<file path="config.mk">
export PLATFORM = sky130hd
export DESIGN_NAME = alb_pipe
export DESIGN_NICKNAME = d
export VERILOG_FILES = /design/src/rtl/alb_pkg.sv /design/src/rtl/alb_core.sv /design/src/rtl/alb_pipe.sv
export SDC_FILE = /design/constraint.sdc
export NUM_CORES = 1
export LEC_CHECK = 0
export BUFFER_PORTS_ARGS = -buffer_cell sky130_fd_sc_hd__buf_2
export CAP_MARGIN = 20
export CORE_AREA = 2 2 78 80
export DETAILED_ROUTE_END_ITERATION = 8
export DIE_AREA = 0 0 80 82
export MAX_ROUTING_LAYER = met4
export PLACE_DENSITY = 0.95
export SETUP_SLACK_MARGIN = 0.4
export SYNTH_ARGS = -nofsm -noshare
export SYNTH_HDL_FRONTEND = slang
export SYNTH_SLANG_ARGS = --single-unit
</file>
<file path="constraint.sdc">
create_clock -name clk -period 7.6 [get_ports clk]
set_clock_uncertainty 0.2 [all_clocks]
set_input_delay 1.14 -clock clk [delete_from_list [all_inputs] [get_ports clk]]
set_output_delay 1.14 -clock clk [all_outputs]
set_load 0.1 [all_outputs]
</file>
<file path="src/rtl/alb_pkg.sv">
// Shared definitions for the pipelined ALB: operation codes and the flag bundle.
package alb_pkg;

  // Operation select codes carried on the 3-bit mode input.
  localparam logic [2:0] ALB_SUB  = 3'b000;
  localparam logic [2:0] ALB_AND  = 3'b001;
  localparam logic [2:0] ALB_ADD  = 3'b010;
  localparam logic [2:0] ALB_OR   = 3'b011;
  localparam logic [2:0] ALB_XOR  = 3'b100;
  localparam logic [2:0] ALB_PASS = 3'b101;
  localparam logic [2:0] ALB_SHL  = 3'b110;
  localparam logic [2:0] ALB_SHR  = 3'b111;

  // Carry, zero, negative and overflow of one result, kept together through the pipe.
  typedef struct packed {
    logic c;
    logic z;
    logic n;
    logic v;
  } alb_flags_t;

endpackage

</file>
<file path="src/rtl/alb_core.sv">
// Combinational WIDTH-bit operation and flag unit of the ALB.
// Arithmetic is done one bit wider than the operands so the carry falls out as the top bit.
module alb_core
  import alb_pkg::*;
#(
  parameter int WIDTH = 8
) (
  input  logic [WIDTH-1:0] r_i,
  input  logic [WIDTH-1:0] s_i,
  input  logic             ci_i,
  input  logic [2:0]       mode_i,
  output logic [WIDTH-1:0] f_o,
  output alb_flags_t       flags_o
);

  localparam int MSB = WIDTH - 1;

  logic [WIDTH:0]   ci_ext;
  logic [WIDTH:0]   sum;
  logic [WIDTH-1:0] f;
  logic             c;
  logic             v;

  assign ci_ext = {{WIDTH{1'b0}}, ci_i};

  // Select the operation, then derive carry and overflow for it.
  // NOTE: every variable gets a default at the top of an always_comb so no path can
  // leave it unassigned; a missing default is how latches get inferred.
  always_comb begin
    sum = '0;
    f   = '0;
    c   = 1'b0;
    v   = 1'b0;
    case (mode_i)
      ALB_SUB: begin
        // SUB is R + ~S + CI, so CO=1 means no borrow occurred.
        sum = {1'b0, r_i} + {1'b0, ~s_i} + ci_ext;
        f   = sum[WIDTH-1:0];
        c   = sum[WIDTH];
        v   = (r_i[MSB] != s_i[MSB]) && (f[MSB] != r_i[MSB]);
      end
      ALB_ADD: begin
        sum = {1'b0, r_i} + {1'b0, s_i} + ci_ext;
        f   = sum[WIDTH-1:0];
        c   = sum[WIDTH];
        v   = (r_i[MSB] == s_i[MSB]) && (f[MSB] != r_i[MSB]);
      end
      ALB_AND:  f = r_i & s_i;
      ALB_OR:   f = r_i | s_i;
      ALB_XOR:  f = r_i ^ s_i;
      ALB_PASS: f = r_i;
      ALB_SHL: begin
        f = {r_i[WIDTH-2:0], ci_i};
        c = r_i[MSB];
      end
      ALB_SHR: begin
        f = {ci_i, r_i[WIDTH-1:1]};
        c = r_i[0];
      end
      default: f = '0;
    endcase
  end

  assign f_o       = f;
  assign flags_o.c = c;
  assign flags_o.z = (f == '0);
  assign flags_o.n = f[MSB];
  assign flags_o.v = v;

endmodule

</file>
<file path="src/rtl/alb_pipe.sv">
// Two-stage pipelined ALB with valid/ready handshakes on both sides.
// S1 holds the operands, S2 holds the registered result and flags. A result that
// is not taken stalls the whole pipe, so order is kept and nothing is dropped.
module alb_pipe
  import alb_pkg::*;
#(
  parameter int WIDTH = 8,
  parameter int CNT_W = 16
) (
  input  logic             clk,
  input  logic             reset,
  input  logic             in_valid,
  output logic             in_ready,
  input  logic [WIDTH-1:0] R_in,
  input  logic [WIDTH-1:0] S_in,
  input  logic             CI_in,
  input  logic [2:0]       mode,
  output logic             out_valid,
  input  logic             out_ready,
  output logic [WIDTH-1:0] F,
  output logic             CO,
  output logic             ZO,
  output logic             NO,
  output logic             VO,
  output logic             vo_sticky,
  input  logic             clr_sticky,
  output logic [CNT_W-1:0] xfer_cnt
);

  // Stage 1: captured operands.
  logic             s1_valid_q;
  logic [WIDTH-1:0] s1_r_q;
  logic [WIDTH-1:0] s1_s_q;
  logic             s1_ci_q;
  logic [2:0]       s1_mode_q;

  // Stage 2: registered result.
  logic             s2_valid_q;
  logic [WIDTH-1:0] s2_f_q;
  alb_flags_t       s2_flags_q;

  // Core outputs computed from stage 1.
  logic [WIDTH-1:0] core_f;
  alb_flags_t       core_flags;

  logic             stall;
  logic             xfer;
  logic             sticky_d, sticky_q;
  logic [CNT_W-1:0] cnt_d, cnt_q;

  alb_core #(.WIDTH(WIDTH)) u_core (
    .r_i     (s1_r_q),
    .s_i     (s1_s_q),
    .ci_i    (s1_ci_q),
    .mode_i  (s1_mode_q),
    .f_o     (core_f),
    .flags_o (core_flags)
  );

  // A held result blocks both stages; the upstream sees that immediately.
  assign stall    = s2_valid_q && !out_ready;
  assign in_ready = !stall;
  assign xfer     = s2_valid_q && out_ready;

  // Stage 1 register: take a new beat (or a bubble) whenever the pipe moves.
  // NOTE: clocked state uses non-blocking assignments so every register samples
  // the pre-edge values; blocking here would make results depend on statement order.
  always_ff @(posedge clk) begin
    if (reset) begin
      s1_valid_q <= 1'b0;
      s1_r_q     <= '0;
      s1_s_q     <= '0;
      s1_ci_q    <= 1'b0;
      s1_mode_q  <= ALB_SUB;
    end else if (!stall) begin
      s1_valid_q <= in_valid;
      if (in_valid) begin
        s1_r_q    <= R_in;
        s1_s_q    <= S_in;
        s1_ci_q   <= CI_in;
        s1_mode_q <= mode;
      end
    end
  end

  // Stage 2 register: capture the core result; F and flags hold while stalled.
  always_ff @(posedge clk) begin
    if (reset) begin
      s2_valid_q <= 1'b0;
      s2_f_q     <= '0;
      s2_flags_q <= '0;
    end else if (!stall) begin
      s2_valid_q <= s1_valid_q;
      if (s1_valid_q) begin
        s2_f_q     <= core_f;
        s2_flags_q <= core_flags;
      end
    end
  end

  // Next state of the sticky overflow and transfer counter; a set beats a clear.
  always_comb begin
    sticky_d = sticky_q;
    cnt_d    = cnt_q;
    if (clr_sticky) sticky_d = 1'b0;
    if (xfer && s2_flags_q.v) sticky_d = 1'b1;
    if (xfer) cnt_d = cnt_q + 1'b1;
  end

  // Sticky overflow and wrapping transfer counter registers.
  always_ff @(posedge clk) begin
    if (reset) begin
      sticky_q <= 1'b0;
      cnt_q    <= '0;
    end else begin
      sticky_q <= sticky_d;
      cnt_q    <= cnt_d;
    end
  end

  assign out_valid = s2_valid_q;
  assign F         = s2_f_q;
  assign CO        = s2_flags_q.c;
  assign ZO        = s2_flags_q.z;
  assign NO        = s2_flags_q.n;
  assign VO        = s2_flags_q.v;
  assign vo_sticky = sticky_q;
  assign xfer_cnt  = cnt_q;

endmodule

</file>
## After elaboration in Yosys (flattened, before gate mapping)

Index checks and enable logic that the tools add are counted.

| cells by class | value |
|---|---|
| equality and inequality tests | 11 |
| mux-type cells | 5 |
| bitwise operators | 5 |
| add/subtract/negate cells | 5 |
| reduce and logical (&&, ||, !) cells | 12 |

Operators with widths:

| kind | count |
|---|---|
| $pmux W8 S8 | 1 |
| $add A8 B8 Y9 | 2 |
| $add A9 B1 Y9 | 2 |
| $add A16 B1 Y16 const B | 1 |
| $eq A3 B3 Y1 const B | 4 |
| $and A8 B8 Y8 | 1 |
| $logic_not A8 Y1 | 1 |
| $not A8 Y8 | 1 |
| $or A8 B8 Y8 | 1 |
| $xor A8 B8 Y8 | 1 |
| $eq A3 B2 Y1 const B | 2 |
| $logic_and A1 B1 Y1 | 5 |
| $pmux W1 S4 | 1 |
| $reduce_and A2 Y1 | 2 |
| $eq A3 B1 Y1 const B | 1 |
| $logic_not A3 Y1 | 1 |
| $ne A1 B1 Y1 | 3 |
| $logic_not A1 Y1 | 2 |
| $mux W1 | 2 |
| $pmux W1 S2 | 1 |
| $reduce_bool A2 Y1 | 1 |
| $eq A1 B1 Y1 | 1 |
| $not A1 Y1 | 1 |

| word-level totals | value |
|---|---|
| word-level logic and storage cells | 51 |
| register bits after elaboration | 51 |

## Longest topological paths before layout

Gate-level depths: netlist (run 1).

| logic depth | value |
|---|---|
| word-level depth | 6 |
| depth in mapped cells | 11 |

## Modules after synthesis

From an unflattened synthesis (run 1), not the netlist that was laid out.

| unflattened totals | value |
|---|---|
| cell total of the unflattened synthesis | 447 |
| area total of the unflattened synthesis | 3507.1 um2 |

Modules (own cells, without submodules):

| module | area each (um2) | instances | sequential area each (um2) | cells an instance |
|---|---|---|---|---|
| alb_pipe | 1956.9 | 1 | 1021.0 | 239 |
| alb_core | 1550.2 | 1 | 0.0 | 208 |

## Least setup slack after synthesis (run 1)

Ideal clock, no wire load.

| timing path | value |
|---|---|
| path kind | input -> register |
| start point | input port out_ready |
| end point | register s2_flags_q (netlist bit ZO) |
| cell stages on the path | 7 |
| arrival | 3.551 ns |
| data required time | 7.316 ns |
| slack | 3.765 ns |
| cell sequence | nand2b_1 -> nand2_1 -> a2111oi_1 -> nand4_1 -> or4_1 -> or3b_1 -> o31ai_2 |

| between the ends | value |
|---|---|
| word-level cells in the longest chain between the ends | 4 |

RTL lines:

| element | RTL line | text |
|---|---|---|
| from (decl) | alb_pipe.sv:19 | `input logic out_ready,` |
| $logic_not A1 Y1 | alb_pipe.sv:61 | `assign stall = s2_valid_q && !out_ready;` |
| $logic_and A1 B1 Y1 | alb_pipe.sv:61 |  |
| $not A1 Y1 (no source line) | - |  |
| $reduce_and A2 Y1 (no source line) | - |  |
| to (signal assigned) | alb_pipe.sv:96 | `s2_flags_q <= core_flags;` |
| to (decl) | alb_pipe.sv:40 | `alb_flags_t s2_flags_q;` |

No other way between the ends.
A chain may end at the register's enable or synchronous reset.

## Worst setup path in the final report (run 1)

| timing path | value |
|---|---|
| start point | register s1_r_q[0] |
| end point | register s2_flags_q (netlist bit ZO) |

| between the ends | value |
|---|---|
| word-level cells in the longest chain between the ends | 4 |

RTL lines:

| element | RTL line | text |
|---|---|---|
| from (decl) | alb_pipe.sv:32 | `logic [WIDTH-1:0] s1_r_q;` |
| from (signal assigned) | alb_pipe.sv:78 | `s1_r_q <= R_in;` |
| $add A8 B8 Y9, on equally long branches | alb_core.sv:43, alb_core.sv:37 |  |
| $add A9 B1 Y9, on equally long branches | alb_core.sv:43, alb_core.sv:37 |  |
| $pmux W8 S8 (*) | alb_core.sv:34 | `case (mode_i)` |
| $logic_not A8 Y1 (*) | alb_core.sv:66 | `assign flags_o.z = (f == '0);` |

Every way passes the cells marked *; elsewhere a longest branch is shown, timed or not.

==> impl_metrics.toml, run 1 <==
[run_status]
outcome = "finished with violations"
violations = "DRC"

[worst_setup_path]
r2r_cells = 10
reg2reg_from = "s1_r_q[0]"
rr_endpoint = "ZO"
crit_type = "flop to flop"
end_kind = "flop"
cp_data_arrival_time_ns = 3.39
rrSetupSlack_ns = 4.23
worstPathRequired_ns = 7.62
path_max_fanout = 6
worst_setup_path_start_kind = "flop"

[power]
power_density_nw_per_um2 = 180
vdd_drop_max_uv = 151
total_power_w = 0.000671
leakage_nw = 1.57

[drt]
drt_iter0_markers = 251
drc_errors = 1
via_count = 3156
wire_per_inst_um = 15.2
via_per_inst = 5.84
ant_nets = 0
dr.pass1.iters = 7
routed_wirelength_um = 8190

[cts]
cts_buffer_depth = 2
cts-root-buf = "clkbuf_8"
numCtsBuffers = 5
cts.sinks = 50
htreeDepth = 2
clkSlewWorstSetupHoldPaths_ns = 0.10
cts_tree = "done"
cts-hold-fix-buffers = 0
post_cts_buffers = 0
clk_latency_ns = 0.30
cts_resized = 0

[grt]
antenna_found_initial = 0
grt_pass1_wl_um = 12900
grtUsageTotal = 0.256
grt-ovfl-total = 0
grt_max_degree = 52
grt_pass1_vias = 2912

[logic_synthesis]
ys_ff_latch = 50
syn-num-nets = 480
yosysWarnings = 0
syn_area_um2 = 3350
ys_seq_area_frac = 0.299
synthArstFlopShare = 0
synth_cell_types = 60
synth_flop_cell = "dfxtp_1"
synth.avg_cell_area_um2 = 7.84
syn_inst = 427
synth_edf_count = 0

[timing]
fin_crit_ns = 3.37
worst_pin_slew_ns = 1.01
holdWs_ns = 0.259
setup_tns_ns = 0
maxSlewHeadroom = 0.323
rsz0062_at_grt = "no"
final.period_utilization = 0.443
drv_slew = 0
finalHoldViolCount = 0
fmax_mhz = 297
setup_viol = 0

[floorplanning]
fp.dieH_um = 82
die_w_um = 80
die-area_um2 = 6560
row_count = 28
start_util = 0.583
core-area_um2 = 5750
ios = 56

[worst_hold_path]
whs_endpoint = "F[3]"
hold_path_class = "flop to flop"
min_path_cells = 2
hold_start = "F[3]"

[job]
maxCapViolCount = 0

[cells_and_area]
multi_input_area_um2 = 2100
drive_gt1_frac = 0.159
mostFrequentLayoutCell = "nand2_1"
seq_area_um2 = 1000
syn2layout_area_growth_pct = 11.2
finalNonFillerCells = 540
diodes = 0
layout_common_cells = "nand2_1 (69), buf_2 (55), dfxtp_1 (50)"
fill_cells = 496
final_core_util = 0.648
final_nets = 517

[placed_design]
port_buffers = 55
post-dp-hpwl_um = 6020
place_inst = 532
gp_congestion = 0.990
## cell usage after synthesis, drive strengths merged (3+ instances only)
| library cell | number | share of area |
|---|---|---|
| o31ai | 5 | 0.013 |
| o211ai | 7 | 0.016 |
| mux2i | 6 | 0.018 |
| fa | 4 | 0.024 |
| nand2b | 12 | 0.022 |
| clkbuf | 16 | 0.018 |
| a21o | 4 | 0.0090 |
| dfxtp | 50 | 0.30 |
| buf | 11 | 0.021 |
| a21oi | 36 | 0.054 |
| o21ai | 10 | 0.015 |
| and2 | 4 | 0.0075 |
| a22oi | 3 | 0.0067 |
| nand3 | 11 | 0.016 |
| or2 | 3 | 0.0056 |
| nor3 | 3 | 0.0060 |
| xnor2 | 6 | 0.016 |
| nor2 | 35 | 0.039 |
| xor2 | 14 | 0.037 |
| nand3b | 3 | 0.0067 |
| a211oi | 3 | 0.0067 |
| o22ai | 3 | 0.0056 |
| a2bb2oi | 3 | 0.0078 |
| nand2 | 69 | 0.077 |
| o21bai | 3 | 0.0067 |
| ha | 24 | 0.090 |
| o41ai | 3 | 0.0078 |
| inv | 31 | 0.035 |
| nand4 | 5 | 0.0093 |
| a221oi | 6 | 0.016 |
| mux2 | 3 | 0.010 |
## metrics by stage
| step | instance area (um^2) | worst slack (ns) |
|---|---|---|
| after floorplan | 3350 | 3.77 |
| after global placement | 3600 | 4.19 |
| after detailed placement | 3600 | 4.08 |
| after CTS | 3720 | 4.24 |
| after global routing | 3720 | 4.00 |
| final | 3720 | 4.23 |
## critical path, cell delays in order, from the launching register on
cell	delay (ns)
dfxtp_1	0.46
inv_1	0.12
fa_1	0.47
inv_1	0.09
fa_1	0.40
o2bb2ai_1	0.13
o31ai_1	0.33
nand4_1	0.14
or4_1	0.40
or3b_1	0.37
o31ai_2	0.17
## worst max path at each step
stage,endpoint,from,slack (ns),depth (start not counted)
floorplan,ZO,out_ready,3.77,7
global placement,ZO,out_ready,4.19,8
detailed placement,ZO,out_ready,4.08,8
CTS,ZO,s1_r_q[0],4.24,10
global route,ZO,s1_r_q[0],4.00,10
finish,ZO,s1_r_q[0],4.23,10
## where the power goes
| group | switching (W) | internal [W] | leakage (nW) |
|---|---|---|---|
| combinational | 0.000124 | 0.0000592 | 1.10 |
| clock | 0.0000925 | 0.000108 | 0.0618 |
| sequential | 0.0000135 | 0.000273 | 0.408 |
| total | 0.000230 | 0.000441 | 1.57 |
## layer usage
metal / vias to the layer above / GRT usage / share of wire / routed length, um
met5: - / - / 0 / 0
li1: 1542 / - / - / -
met3: 16 / 0.0407 / 0.058 / 477
met1: 1484 / 0.300 / 0.42 / 3400
met2: 114 / 0.453 / 0.51 / 4160
met4: 0 / 0.0763 / 0.018 / 149
## cells by family after synthesis
| group | share of synthesized area |
|---|---|
| muxes | 0.0347 |
| AOI/OAI and AO/OA | 0.207 |
| DFF | 0.299 |
| buffers and inverters | 0.0736 |
| xor gates and xnor gates | 0.0523 |
| and+or+nand+nor | 0.220 |
| adders and majority gates | 0.114 |
## flip-flops by register name, indices dropped and copies added (netlist names)
register	cells
s1_mode_q	3
out_valid	1
VO	1
vo_sticky	1
CO	1
F	8
xfer_cnt	16
s1_s_q	8
s1_ci_q	1
s1_valid_q	1
s1_r_q	8
ZO	1
## cell type report
cell class                      count  area share
Tap cell                           75      0.0252
Multi-Input combinational cell    319       0.564
Clock inverter                      2      0.0104
Timing Repair Buffer               57      0.0779
Sequential cell                    50       0.269
Clock buffer                        6      0.0222
Inverter                           31      0.0312
Note: power is estimated with default switching activity, not from simulation.
==> run 2, diff against run 1 <==
--- a/config.mk
+++ b/config.mk
@@ -5,13 +5,14 @@
 export SDC_FILE = /design/constraint.sdc
 export NUM_CORES = 1
 export LEC_CHECK = 0
+export ABC_AREA = 1
 export BUFFER_PORTS_ARGS = -buffer_cell sky130_fd_sc_hd__buf_2
 export CAP_MARGIN = 20
-export CORE_AREA = 2 2 78 80
+export CORE_AREA = 2 2 81 83
 export DETAILED_ROUTE_END_ITERATION = 8
-export DIE_AREA = 0 0 80 82
+export DIE_AREA = 0 0 83 85
 export MAX_ROUTING_LAYER = met4
-export PLACE_DENSITY = 0.95
+export PLACE_DENSITY = 0.91
 export SETUP_SLACK_MARGIN = 0.4
 export SYNTH_ARGS = -nofsm -noshare
 export SYNTH_HDL_FRONTEND = slang
==> constraint.sdc (replaced) <==
create_clock -name clk -period 3.15 [get_ports clk]
set_clock_uncertainty 0.2 [all_clocks]
set_input_delay 0.4725 -clock clk [delete_from_list [all_inputs] [get_ports clk]]
set_output_delay 0.4725 -clock clk [all_outputs]
set_load 0.1 [all_outputs]
==> run 2 against run 1 <==
Net effect:
- the run now ends clean
- cell count up 17%
- count of clock-buffer cells in the layout unchanged
- total power rose to 2.6 times the previous value
- flip-flop and latch count unchanged
- sequential power up 150%
- sequential share of layout area down 0.72 points
- synthesized area up 2.2%
- non-clock buffer count up 1
- register-to-register slack worse by 3.6 ns
- global-route usage up 1.7 points
- maximum frequency up 32%
- wire length up 12%
==> impl_metrics.toml, run 2 <==
[cells_and_area]
final_nets = 609
finalNonFillerCells = 634
largest_reg_flops = 16
final_core_util = 0.618
syn2layout_area_growth_pct = 12.0
drive_gt1_frac = 0.162
mostFrequentLayoutCell = "nand2_1"
layout_common_cells = "nand2_1 (97), inv_1 (64), buf_2 (55)"
diodes = 0
fill_cells = 582
final_area_um2 = 3830

[cts]
cts_tree = "done"
cts-root-buf = "clkbuf_8"
clk_latency_ns = 0.31
clkSlewWorstSetupHoldPaths_ns = 0.10
cts_buffer_depth = 2
htreeDepth = 2
cts_resized = 0
post_cts_buffers = 0
numCtsBuffers = 5
cts.sinks = 50
cts-hold-fix-buffers = 0

[worst_setup_path]
reg2reg_from = "s1_r_q[0]"
cp_top_family = "adder cells"
path_cells = "inv_2 > fa_1 > inv_1 > fa_2 > nand2_1 > o21ai_1 > nor2_1 > nand3_1 > nand2_2 > nand2_1 > nor2_1 > nand3_1 > a21oi_2"
crit_type = "flop to flop"
cpPeakStageDelay_ns = 0.46
path_buf_inv = 2
end_kind = "flop"
cp_data_arrival_time_ns = 2.61
worstPathRequired_ns = 3.20
crit_slowest_cell = "fa_1"
path_max_fanout = 5
critPathLaunch = "s1_r_q[0]"
worst_setup_path_start_kind = "flop"

[drt]
dr.pass1.iters = 5
routed_wirelength_um = 9140
via_per_inst = 5.62
ant_nets = 0
wire_per_inst_um = 14.4
drt_iter0_markers = 264
via_count = 3566
drc_errors = 0

[timing]
setup_tns_ns = 0
final.period_utilization = 0.811
fin_crit_ns = 2.55
maxSlewHeadroom = 0.412
rsz0062_at_grt = "no"
setup_viol = 0
drv_slew = 0
worst_pin_slew_ns = 0.880
finalHoldViolCount = 0
fmax_mhz = 392

[logic_synthesis]
ys_seq_area_frac = 0.292
synth.avg_cell_area_um2 = 6.70
synthArstFlopShare = 0
yosys-top-cells-area = "dfxtp_1 (29%), nand2_1 (11%), ha_1 (8.8%)"
syn-num-nets = 564
ys_ff_latch = 50
ys_top_cells_by_count = "nand2_1 (97), inv_1 (65), a21oi_1 (52), nor2_1 (52), dfxtp_1 (50)"
yosysWarnings = 0
synth_flop_cell = "dfxtp_1"
synth_cell_types = 39
netlist.area_leader.share = 0.292
syn_area_um2 = 3420
synth_edf_count = 0
yosysTopAreaCell = "dfxtp_1"
yosysMostFrequentCell = "nand2_1"
syn_inst = 511

[placed_design]
place_inst = 625
port_buffers = 55
post-dp-hpwl_um = 6960
placed_area_um2 = 3700
gp_congestion = 1.00

[floorplanning]
row_count = 29
start_util = 0.552
core-area_um2 = 6200
die-area_um2 = 7060
die_w_um = 83
ios = 56
fp.dieH_um = 85

[grt]
antenna_found_initial = 0
grt_pass1_wl_um = 15500
grt-ovfl-total = 0
grtUsageTotal = 0.273
grt_max_degree = 42
grt_pass1_vias = 3274

[power]
leakage_nw = 1.81
power_density_nw_per_um2 = 453
vdd_drop_max_uv = 377

[job]
maxCapViolCount = 0

[run_status]
outcome = "finished, final reports clean"

[worst_hold_path]
hold_path_class = "input port to flop"
hold_start = "clr_sticky"
-- run 2: report_power, final --
part,switching (W),leakage (nW),internal (W),total (W)
registers,0.0000428,0.410,0.000665,0.000708
clock network,0.000244,0.0618,0.000262,0.000506
logic,0.000374,1.34,0.000149,0.000523
total,0.000661,1.81,0.00108,0.00174
-- run 2: path summary, 6_finish.rpt --
path               end  slack [ns]  cells after the start
min          vo_sticky        0.21                      4
min reg2reg         CO        0.28                      2
max reg2reg         ZO        0.60                     13
max                 ZO        0.60                     13
-- run 2: routing by layer --
layer	vias to the layer above	track usage	wire [um]
li1	1758	-	-
met1	1640	0.361	4080
met2	145	0.444	4340
met3	23	0.0360	523
met4	0	0.0715	200
met5	-	-	0
-- run 2: final cells by class --
class	instances	area, um^2	share of cell area
multi-input combinational	369	2040	0.532
sequential	50	1000	0.262
timing repair buffer	58	298	0.0777
inverter	72	275	0.0718
tap	77	96.3	0.0251
clock buffer	6	82.6	0.0215
clock inverter	2	38.8	0.0101
-- run 2: kinds of logic (layout without fill, tap and decap cells) --
kind of cell | after synthesis | in the layout | synth area share
flip-flops | 50 | 50 | 0.292
adder cells (fa/ha/maj) | 28 | 28 | 0.111
XOR/XNOR | 5 | 5 | 0.0128
buffers and inverters | 92 | 138 | 0.113
AO/OA/AOI/OAI | 111 | 111 | 0.168
AND/OR/NAND/NOR | 225 | 225 | 0.303
-- run 2: worst min-delay path, stage by stage --
cell	delay, ns
buf_2	0.07
inv_1	0.03
nand2_1	0.05
a21oi_1	0.06
-- run 2: through the flow --
step	setup WS (ns)	total power [W]	hold slack [ns]
2_1_floorplan	0.402	0.00112	0.244
3_3_place_gp	0.620	0.00123	0.249
3_5_place_dp	0.504	0.00123	0.264
4_1_cts	0.485	0.00173	0.211
5_1_grt	0.405	0.00183	0.211
6_report	0.596	0.00174	0.211
==> run 3, diff against run 2 <==
--- a/config.mk
+++ b/config.mk
@@ -8,11 +8,11 @@
 export ABC_AREA = 1
 export BUFFER_PORTS_ARGS = -buffer_cell sky130_fd_sc_hd__buf_2
 export CAP_MARGIN = 20
-export CORE_AREA = 2 2 81 83
+export CORE_AREA = 2 2 85 87
 export DETAILED_ROUTE_END_ITERATION = 8
-export DIE_AREA = 0 0 83 85
+export DIE_AREA = 0 0 87 89
 export MAX_ROUTING_LAYER = met4
-export PLACE_DENSITY = 0.91
+export PLACE_DENSITY = 0.87
 export SETUP_SLACK_MARGIN = 0.4
 export SYNTH_ARGS = -nofsm -noshare
 export SYNTH_HDL_FRONTEND = slang
==> constraint.sdc (replaced) <==
create_clock -name clk -period 2.33 [get_ports clk]
set_clock_uncertainty 0.2 [all_clocks]
set_input_delay 0.3495 -clock clk [delete_from_list [all_inputs] [get_ports clk]]
set_output_delay 0.3495 -clock clk [all_outputs]
set_load 0.1 [all_outputs]
==> run 3 against run 2 <==
Net effect:
- cell count grew 9.1%
- combinational power increased by 100%
- critical path depth stayed put
- maximum frequency increased by 5.6%
- count of clock-buffer cells in the layout stayed put
- critical endpoint is now F[1]
- non-clock buffer count increased by 55
- largest cell class unchanged
- critical path type unchanged
- global-route usage grew 0.87 points
- total power increased by 51%
- the run now ends with setup timing left
==> impl_metrics.toml, run 3 (synthesis gave the netlist of run 2 again) <==
[grt]
grt-ovfl-total = 0
antenna_found_initial = 0
grt_pass1_wl_um = 16700
grt_max_degree = 42
grt_pass1_vias = 3646
grtUsageTotal = 0.282

[worst_setup_path]
worst_setup_path_start_kind = "flop"
crit_slowest_cell = "fa_2"
path_cells = "inv_4 > fa_2 > inv_2 > fa_2 > nand2_1 > o21ai_1 > nor2_1 > nand3_1 > nand2_2 > buf_4 > buf_6 > buf_4 > a21oi_1"
r2r_cells = 13
rrSetupSlack_ns = -0.09
end_kind = "flop"
worstPathRequired_ns = 2.35
path_buf_inv = 5
cp_data_arrival_time_ns = 2.44
reg2reg_from = "s1_r_q[0]"
path_depth = 13
cpPeakStageDelay_ns = 0.43
crit_type = "flop to flop"
rr_endpoint = "F[1]"
cp_top_family = "adder cells"
path_max_fanout = 5

[worst_hold_path]
hold_path_class = "input port to flop"
min_path_cells = 3
whs_endpoint = "s1_s_q[1]"
hold_start = "S_in[1]"

[cts]
numCtsBuffers = 5
cts.sinks = 50
cts-hold-fix-buffers = 0
cts_buffer_depth = 2
clk_latency_ns = 0.32
htreeDepth = 2
clkSlewWorstSetupHoldPaths_ns = 0.11
cts-root-buf = "clkbuf_8"
cts_tree = "done"

[timing]
setup_tns_ns = -0.169
fin_crit_ns = 2.42
final.period_utilization = 1.04
setup_slack_ns = -0.0896
worst_pin_slew_ns = 0.500
finalHoldViolCount = 0
maxSlewHeadroom = 0.669
setup_viol = 2
rsz0062_at_grt = "yes"
drv_slew = 0
fmax_mhz = 413

[cells_and_area]
drive_gt1_frac = 0.394
finalNonFillerCells = 692
diodes = 0
syn2layout_area_growth_pct = 35.5
largest_reg_flops = 16
layout_common_cells = "nand2_1 (80), buf_2 (54), buf_4 (54)"
final_nets = 664
mostFrequentLayoutCell = "nand2_1"

[floorplanning]
die-area_um2 = 7740
start_util = 0.509
die_w_um = 87
row_count = 30
core-area_um2 = 6720
ios = 56
fp.dieH_um = 89

[drt]
ant_nets = 0
wire_per_inst_um = 15.8
via_count = 3958
drt_iter0_markers = 408
dr.pass1.iters = 9
routed_wirelength_um = 10900
drc_errors = 0
via_per_inst = 5.72

[placed_design]
gp_congestion = 0.995
pre_cts_ws_ns = 0.0164
port_buffers = 55
place_inst = 652
post-dp-hpwl_um = 7250

[power]
total_power_w = 0.00263
power_density_nw_per_um2 = 566
leakage_nw = 2.18
vdd_drop_max_uv = 362

[run_status]
violations = "setup timing"
outcome = "finished with violations"

[job]
maxCapViolCount = 0
-- run 3: area by class of cell --
cell class	count	area, um^2
well taps	80	100
inverters	72	287
fillers	508	2080
multi-input cells	369	2360
repair buffers	113	732
clock buffers	6	93.8
flip-flops and latches	50	1050
clock inverters	2	18.8
-- run 3: metrics by stage --
| stage | hold slack (ns) | util | area [um^2] |
|---|---|---|---|
| 3_3_place_gp | 0.249 | 0.592 | 3980 |
| 2_1_floorplan | 0.216 | - | 3550 |
| 3_5_place_dp | 0.253 | 0.592 | 3980 |
| 4_1_cts | 0.0902 | 0.645 | 4330 |
| 5_1_grt | 0.0949 | 0.690 | 4640 |
| 6_report | 0.0833 | 0.690 | 4640 |
-- run 3: power by group --
part,internal [W],switching [W]
Sequential,0.000898,0.0000401
Clock,0.000285,0.000340
Combinational,0.000406,0.000658
-- run 3: worst reg2reg max path, stage by stage, from the launching register on --
cell and delay [ns]:
dfxtp_4 0.40, inv_4 0.06, fa_2 0.35, inv_2 0.08
fa_2 0.43, nand2_1 0.08, o21ai_1 0.06, nor2_1 0.11
nand3_1 0.13, nand2_2 0.12, buf_4 0.11, buf_6 0.07
buf_4 0.09, a21oi_1 0.05
-- run 3: worst max path at each step --
| stage | from | endpoint |
|---|---|---|
| floorplan | s1_ci_q | ZO |
| global placement | s1_s_q[0] | ZO |
| detailed placement | s1_s_q[0] | ZO |
| CTS | s1_r_q[0] | ZO |
| global route | s1_ci_q | ZO |
| finish | s1_r_q[0] | F[1] |
-- run 3: routing by layer --
| layer | wire length [um] | GRT usage | vias up |
|---|---|---|---|
| li1 | - | - | 1875 |
| met1 | 4310 | 0.328 | 1812 |
| met2 | 5290 | 0.467 | 217 |
| met3 | 833 | 0.0536 | 54 |
| met4 | 512 | 0.136 | 0 |
| met5 | 0 | - | - |
-- run 3: repair_timing --
| item | 4_1_cts | 5_1_grt |
|---|---|---|
| buffers inserted | 15 | 17 |
| setup endpoints to repair | 12 | 15 |
| gates resized for setup | 33 | 66 |
| hold endpoints to repair | 0 | 0 |
| pin swaps | 11 | 37 |
